===== config.mk =====
export PLATFORM = sky130hd
export DESIGN_NAME = gmii_rx_mac
export DESIGN_NICKNAME = d
export VERILOG_FILES = /design/src/rtl/gmii_pkg.sv /design/src/rtl/crc32_byte.sv /design/src/rtl/gmii_rx_mac.sv
export SDC_FILE = /design/constraint.sdc
export NUM_CORES = 1
export LEC_CHECK = 0
export ABC_AREA = 1
export ABC_CLOCK_PERIOD_IN_PS = 2600
export CAP_MARGIN = 20
export CORE_MARGIN = 8
export CORE_UTILIZATION = 59
export DETAILED_ROUTE_END_ITERATION = 10
export DONT_BUFFER_PORTS = 1
export PLACE_DENSITY = 0.72
export SYNTH_ARGS = -nofsm -noshare
export SYNTH_HDL_FRONTEND = slang
export SYNTH_SLANG_ARGS = --single-unit

===== constraint.sdc =====
create_clock -name clk -period 2.6 [get_ports clk]
set_input_delay 0.26 -clock clk [delete_from_list [all_inputs] [get_ports clk]]
set_output_delay 0.26 -clock clk [all_outputs]
set_load 0.02 [all_outputs]

===== src/rtl/gmii_pkg.sv =====
// Shared definitions for the GMII receive MAC and the CRC helper.
// The transmit MAC also uses this package.
package gmii_pkg;

  localparam logic [7:0]  ETH_PRE  = 8'h55;
  localparam logic [7:0]  ETH_SFD  = 8'hD5;
  localparam logic [31:0] CRC_POLY = 32'hEDB88320;
  localparam logic [31:0] CRC_INIT = 32'hFFFFFFFF;

  // Framer states.
  // DROP discards the rest of a frame and waits for the carrier to go away.
  typedef enum logic [1:0] {
    IDLE     = 2'd0,
    PREAMBLE = 2'd1,
    PAYLOAD  = 2'd2,
    DROP     = 2'd3
  } rx_state_t;

endpackage


===== src/rtl/crc32_byte.sv =====
// Combinational Ethernet CRC-32 update for one byte.
// Uses the reflected polynomial and consumes the data byte LSB first.
// The register is not inverted here; callers handle the init value and the final complement.
module crc32_byte
  import gmii_pkg::*;
(
  input  logic [31:0] crc_i,
  input  logic [7:0]  data_i,
  output logic [31:0] crc_o
);

  logic [31:0] crcWork;

  // Fold the byte into the low bits, then run eight reflected shift/xor steps.
  always_comb begin
    crcWork = crc_i ^ {24'h000000, data_i};
    for (int i = 0; i < 8; i++) begin
      if (crcWork[0]) begin
        crcWork = {1'b0, crcWork[31:1]} ^ CRC_POLY;
      end else begin
        crcWork = {1'b0, crcWork[31:1]};
      end
    end
    crc_o = crcWork;
  end

endmodule


===== src/rtl/gmii_rx_mac.sv =====
// GMII receive framer.
// Strips the preamble/SFD, checks the FCS, drops the FCS bytes and streams the
// payload out as a non-stallable AXI-Stream with a bad-frame flag on tlast.
//
// Every byte is delayed through a four-byte shift register and one hold byte.
// When dv falls, the shift register therefore holds exactly the FCS, and the
// hold byte is the final payload byte.
module gmii_rx_mac
  import gmii_pkg::*;
#(
  parameter int MIN_FRAME_LEN = 64,
  parameter int MAX_FRAME_LEN = 1518
) (
  input  logic       clk,
  input  logic       rst_n,
  input  logic       clk_enable,
  input  logic [7:0] gmii_rxd,
  input  logic       gmii_rx_dv,
  input  logic       gmii_rx_er,
  output logic [7:0] m_axis_tdata,
  output logic       m_axis_tvalid,
  output logic       m_axis_tlast,
  output logic       m_axis_tuser,
  output logic       stat_good_frame,
  output logic       stat_bad_fcs,
  output logic       stat_bad_frame
);

  localparam logic [10:0] MIN_LEN   = 11'(MIN_FRAME_LEN);
  localparam logic [10:0] MAX_LEN   = 11'(MAX_FRAME_LEN);
  localparam logic [10:0] COUNT_SAT = 11'h7FF;

  rx_state_t state_q, state_d;

  // Cleared by reset.
  // Set by the first enabled cycle with dv low, so that a frame already in
  // flight at reset release is ignored.
  logic armed_q, armed_d;

  logic [7:0]  sr0_q, sr0_d;
  logic [7:0]  sr1_q, sr1_d;
  logic [7:0]  sr2_q, sr2_d;
  logic [7:0]  sr3_q, sr3_d;
  logic [7:0]  hold_q, hold_d;
  logic [31:0] crc_q, crc_d;
  logic [10:0] byteCount_q, byteCount_d;
  logic        errSeen_q, errSeen_d;
  logic        dropReported_q, dropReported_d;

  logic [7:0] tdata_q, tdata_d;
  logic       tvalid_q, tvalid_d;
  logic       tlast_q, tlast_d;
  logic       tuser_q, tuser_d;
  logic       goodPulse_q, goodPulse_d;
  logic       fcsPulse_q, fcsPulse_d;
  logic       framePulse_q, framePulse_d;

  logic [31:0] crcNext;
  logic [31:0] fcsRx;
  logic [10:0] countInc;
  logic        crcBad;
  logic        tooShort;

  // The byte leaving sr3 is the one folded into the running CRC.
  crc32_byte u_crc (
    .crc_i  (crc_q),
    .data_i (sr3_q),
    .crc_o  (crcNext)
  );

  // Signals derived from the current frame state.
  // sr3 is the first FCS byte on the wire, so it forms the least significant byte.
  always_comb begin
    fcsRx    = {sr0_q, sr1_q, sr2_q, sr3_q};
    crcBad   = (~crc_q != fcsRx);
    tooShort = (byteCount_q < MIN_LEN);
    countInc = (byteCount_q == COUNT_SAT) ? byteCount_q : byteCount_q + 11'd1;
  end

  // Next-state, datapath and output logic.
  // Outputs default to idle on every enabled cycle.
  always_comb begin
    state_d        = state_q;
    armed_d        = armed_q;
    sr0_d          = sr0_q;
    sr1_d          = sr1_q;
    sr2_d          = sr2_q;
    sr3_d          = sr3_q;
    hold_d         = hold_q;
    crc_d          = crc_q;
    byteCount_d    = byteCount_q;
    errSeen_d      = errSeen_q;
    dropReported_d = dropReported_q;
    tdata_d        = 8'h00;
    tvalid_d       = 1'b0;
    tlast_d        = 1'b0;
    tuser_d        = 1'b0;
    goodPulse_d    = 1'b0;
    fcsPulse_d     = 1'b0;
    framePulse_d   = 1'b0;

    case (state_q)
      IDLE: begin
        byteCount_d    = 11'd0;
        errSeen_d      = 1'b0;
        dropReported_d = 1'b0;
        crc_d          = CRC_INIT;
        if (!armed_q) begin
          if (!gmii_rx_dv) begin
            armed_d = 1'b1;
          end
        end else if (gmii_rx_dv) begin
          if (gmii_rx_er) begin
            state_d = DROP;
          end else if (gmii_rxd == ETH_PRE) begin
            state_d = PREAMBLE;
          end else if (gmii_rxd == ETH_SFD) begin
            state_d = PAYLOAD;
          end else begin
            state_d = DROP;
          end
        end
      end

      PREAMBLE: begin
        crc_d = CRC_INIT;
        if (!gmii_rx_dv) begin
          state_d      = IDLE;
          framePulse_d = 1'b1;
        end else if (gmii_rx_er) begin
          state_d = DROP;
        end else if (gmii_rxd == ETH_SFD) begin
          state_d = PAYLOAD;
        end else if (gmii_rxd != ETH_PRE) begin
          state_d = DROP;
        end
      end

      PAYLOAD: begin
        if (gmii_rx_dv) begin
          byteCount_d = countInc;
          if (gmii_rx_er) begin
            errSeen_d = 1'b1;
          end
          if (countInc > MAX_LEN) begin
            // Oversized frame: close the stream on the byte already in hold.
            // Report the frame here so that DROP does not report it a second time.
            tdata_d        = hold_q;
            tvalid_d       = 1'b1;
            tlast_d        = 1'b1;
            tuser_d        = 1'b1;
            framePulse_d   = 1'b1;
            dropReported_d = 1'b1;
            state_d        = DROP;
          end else begin
            sr0_d = gmii_rxd;
            sr1_d = sr0_q;
            sr2_d = sr1_q;
            sr3_d = sr2_q;
            if (byteCount_q >= 11'd4) begin
              hold_d = sr3_q;
              crc_d  = crcNext;
            end
            if (byteCount_q >= 11'd5) begin
              tdata_d  = hold_q;
              tvalid_d = 1'b1;
            end
          end
        end else begin
          state_d = IDLE;
          if (byteCount_q >= 11'd5) begin
            tdata_d  = hold_q;
            tvalid_d = 1'b1;
            tlast_d  = 1'b1;
            tuser_d  = crcBad | errSeen_q | tooShort;
            if (crcBad) begin
              fcsPulse_d = 1'b1;
            end else if (errSeen_q || tooShort) begin
              framePulse_d = 1'b1;
            end else begin
              goodPulse_d = 1'b1;
            end
          end else begin
            // The hold byte was never filled, so there is no payload to deliver.
            framePulse_d = 1'b1;
          end
        end
      end

      DROP: begin
        if (!gmii_rx_dv) begin
          state_d = IDLE;
          if (!dropReported_q) begin
            framePulse_d = 1'b1;
          end
        end
      end

      default: begin
        state_d = IDLE;
      end
    endcase
  end

  // FSM state register; advances only on byte-qualified cycles.
  always_ff @(posedge clk or negedge rst_n) begin
    if (!rst_n) begin
      state_q <= IDLE;
      armed_q <= 1'b0;
    end else if (clk_enable) begin
      state_q <= state_d;
      armed_q <= armed_d;
    end
  end

  // Shift register, hold byte, CRC and per-frame bookkeeping.
  always_ff @(posedge clk or negedge rst_n) begin
    if (!rst_n) begin
      sr0_q          <= 8'h00;
      sr1_q          <= 8'h00;
      sr2_q          <= 8'h00;
      sr3_q          <= 8'h00;
      hold_q         <= 8'h00;
      crc_q          <= CRC_INIT;
      byteCount_q    <= 11'd0;
      errSeen_q      <= 1'b0;
      dropReported_q <= 1'b0;
    end else if (clk_enable) begin
      sr0_q          <= sr0_d;
      sr1_q          <= sr1_d;
      sr2_q          <= sr2_d;
      sr3_q          <= sr3_d;
      hold_q         <= hold_d;
      crc_q          <= crc_d;
      byteCount_q    <= byteCount_d;
      errSeen_q      <= errSeen_d;
      dropReported_q <= dropReported_d;
    end
  end

  // Output registers.
  // Each holds its value until the next enabled cycle, when the sink samples it.
  always_ff @(posedge clk or negedge rst_n) begin
    if (!rst_n) begin
      tdata_q      <= 8'h00;
      tvalid_q     <= 1'b0;
      tlast_q      <= 1'b0;
      tuser_q      <= 1'b0;
      goodPulse_q  <= 1'b0;
      fcsPulse_q   <= 1'b0;
      framePulse_q <= 1'b0;
    end else if (clk_enable) begin
      tdata_q      <= tdata_d;
      tvalid_q     <= tvalid_d;
      tlast_q      <= tlast_d;
      tuser_q      <= tuser_d;
      goodPulse_q  <= goodPulse_d;
      fcsPulse_q   <= fcsPulse_d;
      framePulse_q <= framePulse_d;
    end
  end

  // Qualify the outputs with clk_enable.
  // In 10/100 mode a beat or pulse is then visible for exactly one enabled cycle.
  always_comb begin
    m_axis_tdata    = clk_enable ? tdata_q : 8'h00;
    m_axis_tvalid   = clk_enable & tvalid_q;
    m_axis_tlast    = clk_enable & tlast_q;
    m_axis_tuser    = clk_enable & tuser_q;
    stat_good_frame = clk_enable & goodPulse_q;
    stat_bad_fcs    = clk_enable & fcsPulse_q;
    stat_bad_frame  = clk_enable & framePulse_q;
  end

endmodule


# Word level (Yosys, flattened, before mapping)

Index checks and enable logic that the tools add are counted.

$lt $le $gt $ge: 4
Mux-type cells: 67
Bitwise gates (word level): 19
Reductions and logical operators: 13
$add $sub $neg: 1
Equal/unequal tests: 18

Operators by type and width:

| cell                    | number |
|---|---|
| $mux W32                | 11 |
| $not A13 Y14            | 8 |
| $pmux W32 S2            | 1 |
| $mux W8                 | 5 |
| $mux W1                 | 32 |
| $ne A32 B32 Y1          | 1 |
| $not A32 Y32            | 1 |
| $xor A32 B8 Y32         | 1 |
| $ge A11 B3 Y1 const B   | 2 |
| $mux W11                | 2 |
| $mux W2                 | 11 |
| $pmux W11 S2            | 1 |
| $ne A2 B2 Y1 const B    | 8 |
| $reduce_and A4 Y1       | 3 |
| $add A11 B1 Y11 const B | 1 |
| $eq A11 B11 Y1 const B  | 1 |
| $gt A11 B11 Y1 const B  | 1 |
| $lt A11 B7 Y1 const B   | 1 |
| $reduce_and A5 Y1       | 2 |
| $eq A8 B7 Y1 const B    | 1 |
| $eq A8 B8 Y1 const B    | 1 |
| $ne A8 B7 Y1 const B    | 1 |
| $pmux W2 S4             | 1 |
| $and A1 B1 Y1           | 6 |
| 15 further kinds        | 19 |

Output and inout port bits: 14
Input bits: 13
Flip-flop bits (word level): 102

# Depth between registers and ports, before layout

Depth in word-level cells: 21
Depth in mapped cells: 17
Mapped depth without buffers: 17

# Modules after synthesis

From an unflattened synthesis, not the netlist that was laid out.

Cell total of the unflattened synthesis: 831
Area, all modules: 6,409.9 sq um

Modules (own cells, without submodules):

| module      | instances | seq. area each (sq um) | cells an instance | area each (sq um) |
|---|---|---|---|---|
| gmii_rx_mac | 1         | 2,592.5                | 623               | 5,104.9 |
| crc32_byte  | 1         | 0.0                    | 208               | 1,305.0 |

# Worst setup path before layout

No wires, ideal clock.

Kind: reg2reg
Start: reg byteCount_q[0]
End: reg sr2_q[3]
Setup slack: 0.530 ns
Cell stages (with the launch flop): 17
Path buffers: 1
Arrival: 1.952 ns
Cell sequence: dfrtp_1 > ha_1 > nand2_2 > nor2_4 > nand2_4 > nand2_1 > o21ai_2 > nand3b_4 > nor2_2 > nand2_2 > nand2_4 > nand2_4 > nand3_4 > inv_4 > buf_6 > nand2_1 > o21ai_2

Longest elaborated chain between the ends: 5

Ends and longest elaborated chain:

| element                                                  | RTL line           | RTL |
|---|---|---|
| from (decl)                                              | gmii_rx_mac.sv:46  | `logic [10:0] byteCount_q, byteCount_d;` |
| from (signal assigned)                                   | gmii_rx_mac.sv:235 | `byteCount_q <= byteCount_d;` |
| $add A11 B1 Y11 / $eq A11 B11 Y1 (equally long branches) | gmii_rx_mac.sv:77  | `countInc = (byteCount_q == COUNT_SAT) ? byteCount_q : byteCount_q + 11'd1;` |
| $mux W11 (*)                                             | gmii_rx_mac.sv:77  |  |
| $gt A11 B11 Y1 (*)                                       | gmii_rx_mac.sv:145 | `if (countInc > MAX_LEN) begin` |
| $not A1 Y1 (no line) (*)                                 | --                 |  |
| $reduce_and A4 Y1 (no line) (*)                          | --                 |  |
| to (signal assigned)                                     | gmii_rx_mac.sv:231 | `sr2_q <= sr2_d;` |
| to (decl)                                                | gmii_rx_mac.sv:42  | `logic [7:0] sr2_q, sr2_d;` |

Mark *: on every way between the ends. The rest lies on a longest branch, timed or not.
A chain may end at the register's enable or synchronous reset.

# Worst setup path after layout

Start: reg sr3_q[6]
End: reg crc_q[19]

Longest elaborated chain between the ends: 15

Ends and longest elaborated chain:

| element                    | RTL line           | RTL |
|---|---|---|
| from (decl)                | gmii_rx_mac.sv:43  | `logic [7:0] sr3_q, sr3_d;` |
| from (signal assigned)     | gmii_rx_mac.sv:232 | `sr3_q <= sr3_d;` |
| $xor A32 B8 Y32 (*)        | crc32_byte.sv:16   | `crcWork = crc_i ^ {24'h000000, data_i};` |
| $not A13 Y14 (no line)     | --                 |  |
| $mux W32 (*) (7 in series) | crc32_byte.sv:18   | `if (crcWork[0]) begin` |
| $not A13 Y14 (no line)     | --                 |  |
| $mux W32 (*)               | crc32_byte.sv:18   |  |
| $mux W32 (*)               | gmii_rx_mac.sv:160 | `if (byteCount_q >= 11'd4) begin` |
| $mux W32 (*)               | gmii_rx_mac.sv:145 |  |
| $mux W32 (*)               | gmii_rx_mac.sv:140 | `if (gmii_rx_dv) begin` |
| $pmux W32 S2 (*)           | gmii_rx_mac.sv:102 | `case (state_q)` |
| to (signal assigned)       | gmii_rx_mac.sv:234 | `crc_q <= crc_d;` |
| to (decl)                  | gmii_rx_mac.sv:45  | `logic [31:0] crc_q, crc_d;` |

Mark *: on every way between the ends. The rest lies on a longest branch, timed or not. The select of a mux whose other input is x is not followed.

==> impl_metrics.py <==
metrics = {
    "status": {
        "outcome": "finished clean",
    },
    "sta": {
        "setup-violations-final": 0,
        "slew_headroom_pct": 58.19,
        "finalHoldViolations": 0,
        "slew_violations": 0,
        "worst_slack_ns": 0.2072,
        "fin_crit_ns": 2.393,
        "max_freq_mhz": 417.9,
        "tns_ns": 0,
        "max_slew.worst_pin.slew_ns": 0.6214,
        "finalCritPeriodShare_pct": 92.03,
        "rsz0062_at_grt": "false",
        "clock_skew_ns": 0.01090,
    },
    "routing": {
        "drc": 0,
        "drt_iter0_drc": 437,
        "ant_nets": 0,
        "via_per_inst": 5.321,
        "num_vias": 4975,
        "dr.pass1.iters": 4,
        "route.final.wire_length_um": 15050,
        "wl_per_cell_um": 16.09,
    },
    "clock_tree": {
        "cts_buffers": 9,
        "cts_buffer_depth": 2,
        "cts_tree": "done",
        "cts_setup_buffers": 0,
        "clk_pin_slew_ns": 0.10,
        "cts_root_buf": "clkbuf_8",
        "insertion_delay_ns": 0.38,
        "htree_levels": 3,
        "clock_sinks": 102,
    },
    "layout": {
        "drive_gt1_share_pct": 14.52,
        "final_common_cell": "nand2_1",
        "nNetsFinal": 812,
        "multiInputGateArea_sq_um": 3164,
        "fillCellCount": 921,
        "final_cell_mix": "nand2_1 (259), inv_1 (69), dfrtp_1 (69)",
        "seqCellArea_sq_um": 2594,
        "synthToLayoutAreaGrowth_pct": 6.890,
        "diodes": 0,
    },
    "synthesis": {
        "mappedNetlistNets": 803,
        "yosysTopAreaCellShare_pct": 28.29,
        "synth_area_leaders": "dfrtp_1 (28%), nand2_1 (16%), dfstp_2 (14%), xor2_1 (5.7%), inv_1 (4.2%)",
        "yosysTopAreaCell": "dfrtp_1",
        "yosys_warnings": 0,
        "ys.flop_type": "dfrtp_1",
        "synth_cell_type_count": 48,
        "ys_seq_area_share_pct": 41.87,
        "synth_area_sq_um": 6192,
        "avgSynthCellArea_sq_um": 7.888,
        "synthArstFlopShare_pct": 100.0,
        "syn_inst": 785,
        "synth_seq_cells": 102,
        "synth_edf_count": 0,
    },
    "place": {
        "hpwl_um": 10960,
        "portBuffers": 0,
        "gp_congestion": 0.8962,
        "pre_cts_slack_ns": 0.2325,
    },
    "floorplan": {
        "die_w_um": 118.4,
        "io_pins": 27,
        "core_sq_um": 10280,
        "dieArea_sq_um": 14030,
        "initial_core_util_pct": 60.25,
        "rows": 37,
        "chipHeight_um": 118.4,
    },
    "pwr": {
        "power_mw": 9.348,
        "irDropWorstVdd_uv": 1118,
        "p_leak_nw": 3.298,
        "powerDensity_nw_per_um2": 1412,
    },
    "worst_setup_path": {
        "critical_path.cell_chain": "or2_1, nand2_1, inv_1, nand2_1, and2_1, xor2_4, inv_2, or2_0, nand3_1, nor2_1, nor2_1",
        "crit_family": "simple AND/OR/NAND/NOR gates",
        "required_ns": 2.92,
        "crit_path_start_kind": "flip-flop",
        "cp_num_buf_inv": 2,
        "critPathKind": "flip-flop to flip-flop",
        "cpMaxStageDelayCell": "dfrtp_1",
        "arrival_ns": 2.71,
        "cp-end-kind": "flip-flop",
        "cpPeakStageDelay_ns": 0.50,
        "crit_fanout": 7,
    },
    "global_route": {
        "antenna_found_initial": 0,
        "grt_pass1_wl_um": 24990,
        "grt_pass1_vias": 4814,
        "grt_max_degree": 103,
        "grt.total_usage_pct": 22.15,
        "overflow": 0,
    },
    "hold_path": {
        "hold_class": "input port to flip-flop",
    },
    "run": {
        "cap_violations": 0,
    },
}
cell type report:
type / count / share of cell area (%)
sequential: 102 / 39.19
inverter: 77 / 4.442
multi-input combinational: 584 / 47.81
clock buffer: 9 / 1.871
clock inverter: 7 / 0.9641
timing repair buffer: 20 / 3.157
tap: 136 / 2.571
routing by layer:
layer | wire [um] | global-route usage [%] | share of wire (%) | vias up
met3 | 740 | 4.046 | 4.9 | 26
met1 | 6784 | 27.81 | 45 | 2346
met2 | 7101 | 36.77 | 47 | 101
li1 | - | - | - | 2502
met5 | 0 | 0 | 0 | -
met4 | 419 | 9.644 | 2.8 | 0
sequential cells by signal, indices dropped and copies added, names as in the netlist:
signal          flops
goodPulse_q         1
crc_q              32
sr1_q               8
fcsPulse_q          1
tuser_q             1
tvalid_q            1
tlast_q             1
hold_q              8
sr0_q               8
tdata_q             8
sr3_q               8
armed_q             1
sr2_q               8
state_q             2
errSeen_q           1
dropReported_q      1
byteCount_q        11
framePulse_q        1
through the flow:
step	hold WS, ns	cells	instance area (sq um)	utilization (%)
detailed placement	-0.03156	912	6329	61.58
global placement	-0.03282	912	6329	61.58
floorplan	-0.03559	785	6192	-
CTS	0.01351	935	6604	64.26
finish	0.03588	935	6619	64.40
global route	0.02429	935	6619	64.40
where the power goes:
part	switching, mW	internal, mW
Clock	0.614	0.370
Combinational	3.23	2.12
Sequential	0.693	2.32
worst paths after layout:
check	start	to	slack, ns	cells after the start
min in group asynchronous	rst_n	byteCount_q[6]	0.45	2
worst min-delay path	gmii_rxd[4]	sr0_q[4]	0.04	2
worst max register to register	sr3_q[6]	crc_q[19]	0.21	11
max in group asynchronous	rst_n	crc_q[3]	1.72	2
worst max-delay path	sr3_q[6]	crc_q[19]	0.21	11
worst min register to register	crc_q[4]	crc_q[4]	0.49	2
kinds of logic (layout without fill, tap and decap cells):
family | after synthesis | in the layout | share of synthesized area [%]
and+or+nand+nor | 399 | 399 | 28.81
AOI/OAI and AO/OA | 108 | 108 | 10.12
adders and majority gates | 5 | 5 | 1.010
DFF | 102 | 102 | 41.87
buffers and inverters | 99 | 113 | 7.032
xor gates and xnor gates | 72 | 72 | 11.15
worst reg2reg max path: stages, from the launching register on:
cell     delay [ns]
dfrtp_1        0.50
or2_1          0.25
nand2_1        0.14
inv_1          0.10
nand2_1        0.07
and2_1         0.42
xor2_4         0.31
inv_2          0.09
or2_0          0.23
nand3_1        0.10
nor2_1         0.05
nor2_1         0.09
Yosys cell counts, drive strengths merged, types with 11 or more instances:
cell type and count:
nand2 271, dfstp 32, nor3 11, nand3 17
a21oi 18, nand4 13, xnor2 28, o21ai 71
inv 76, dfrtp 70, xor2 44, nor2 68
buf 15
repair_timing:
action                     CTS  global route
hold buffers                 7             0
gates resized for setup      0             4
hold endpoints to repair   107             0
setup endpoints to repair    0            25
No activity file was read; power rests on OpenSTA's default activity.
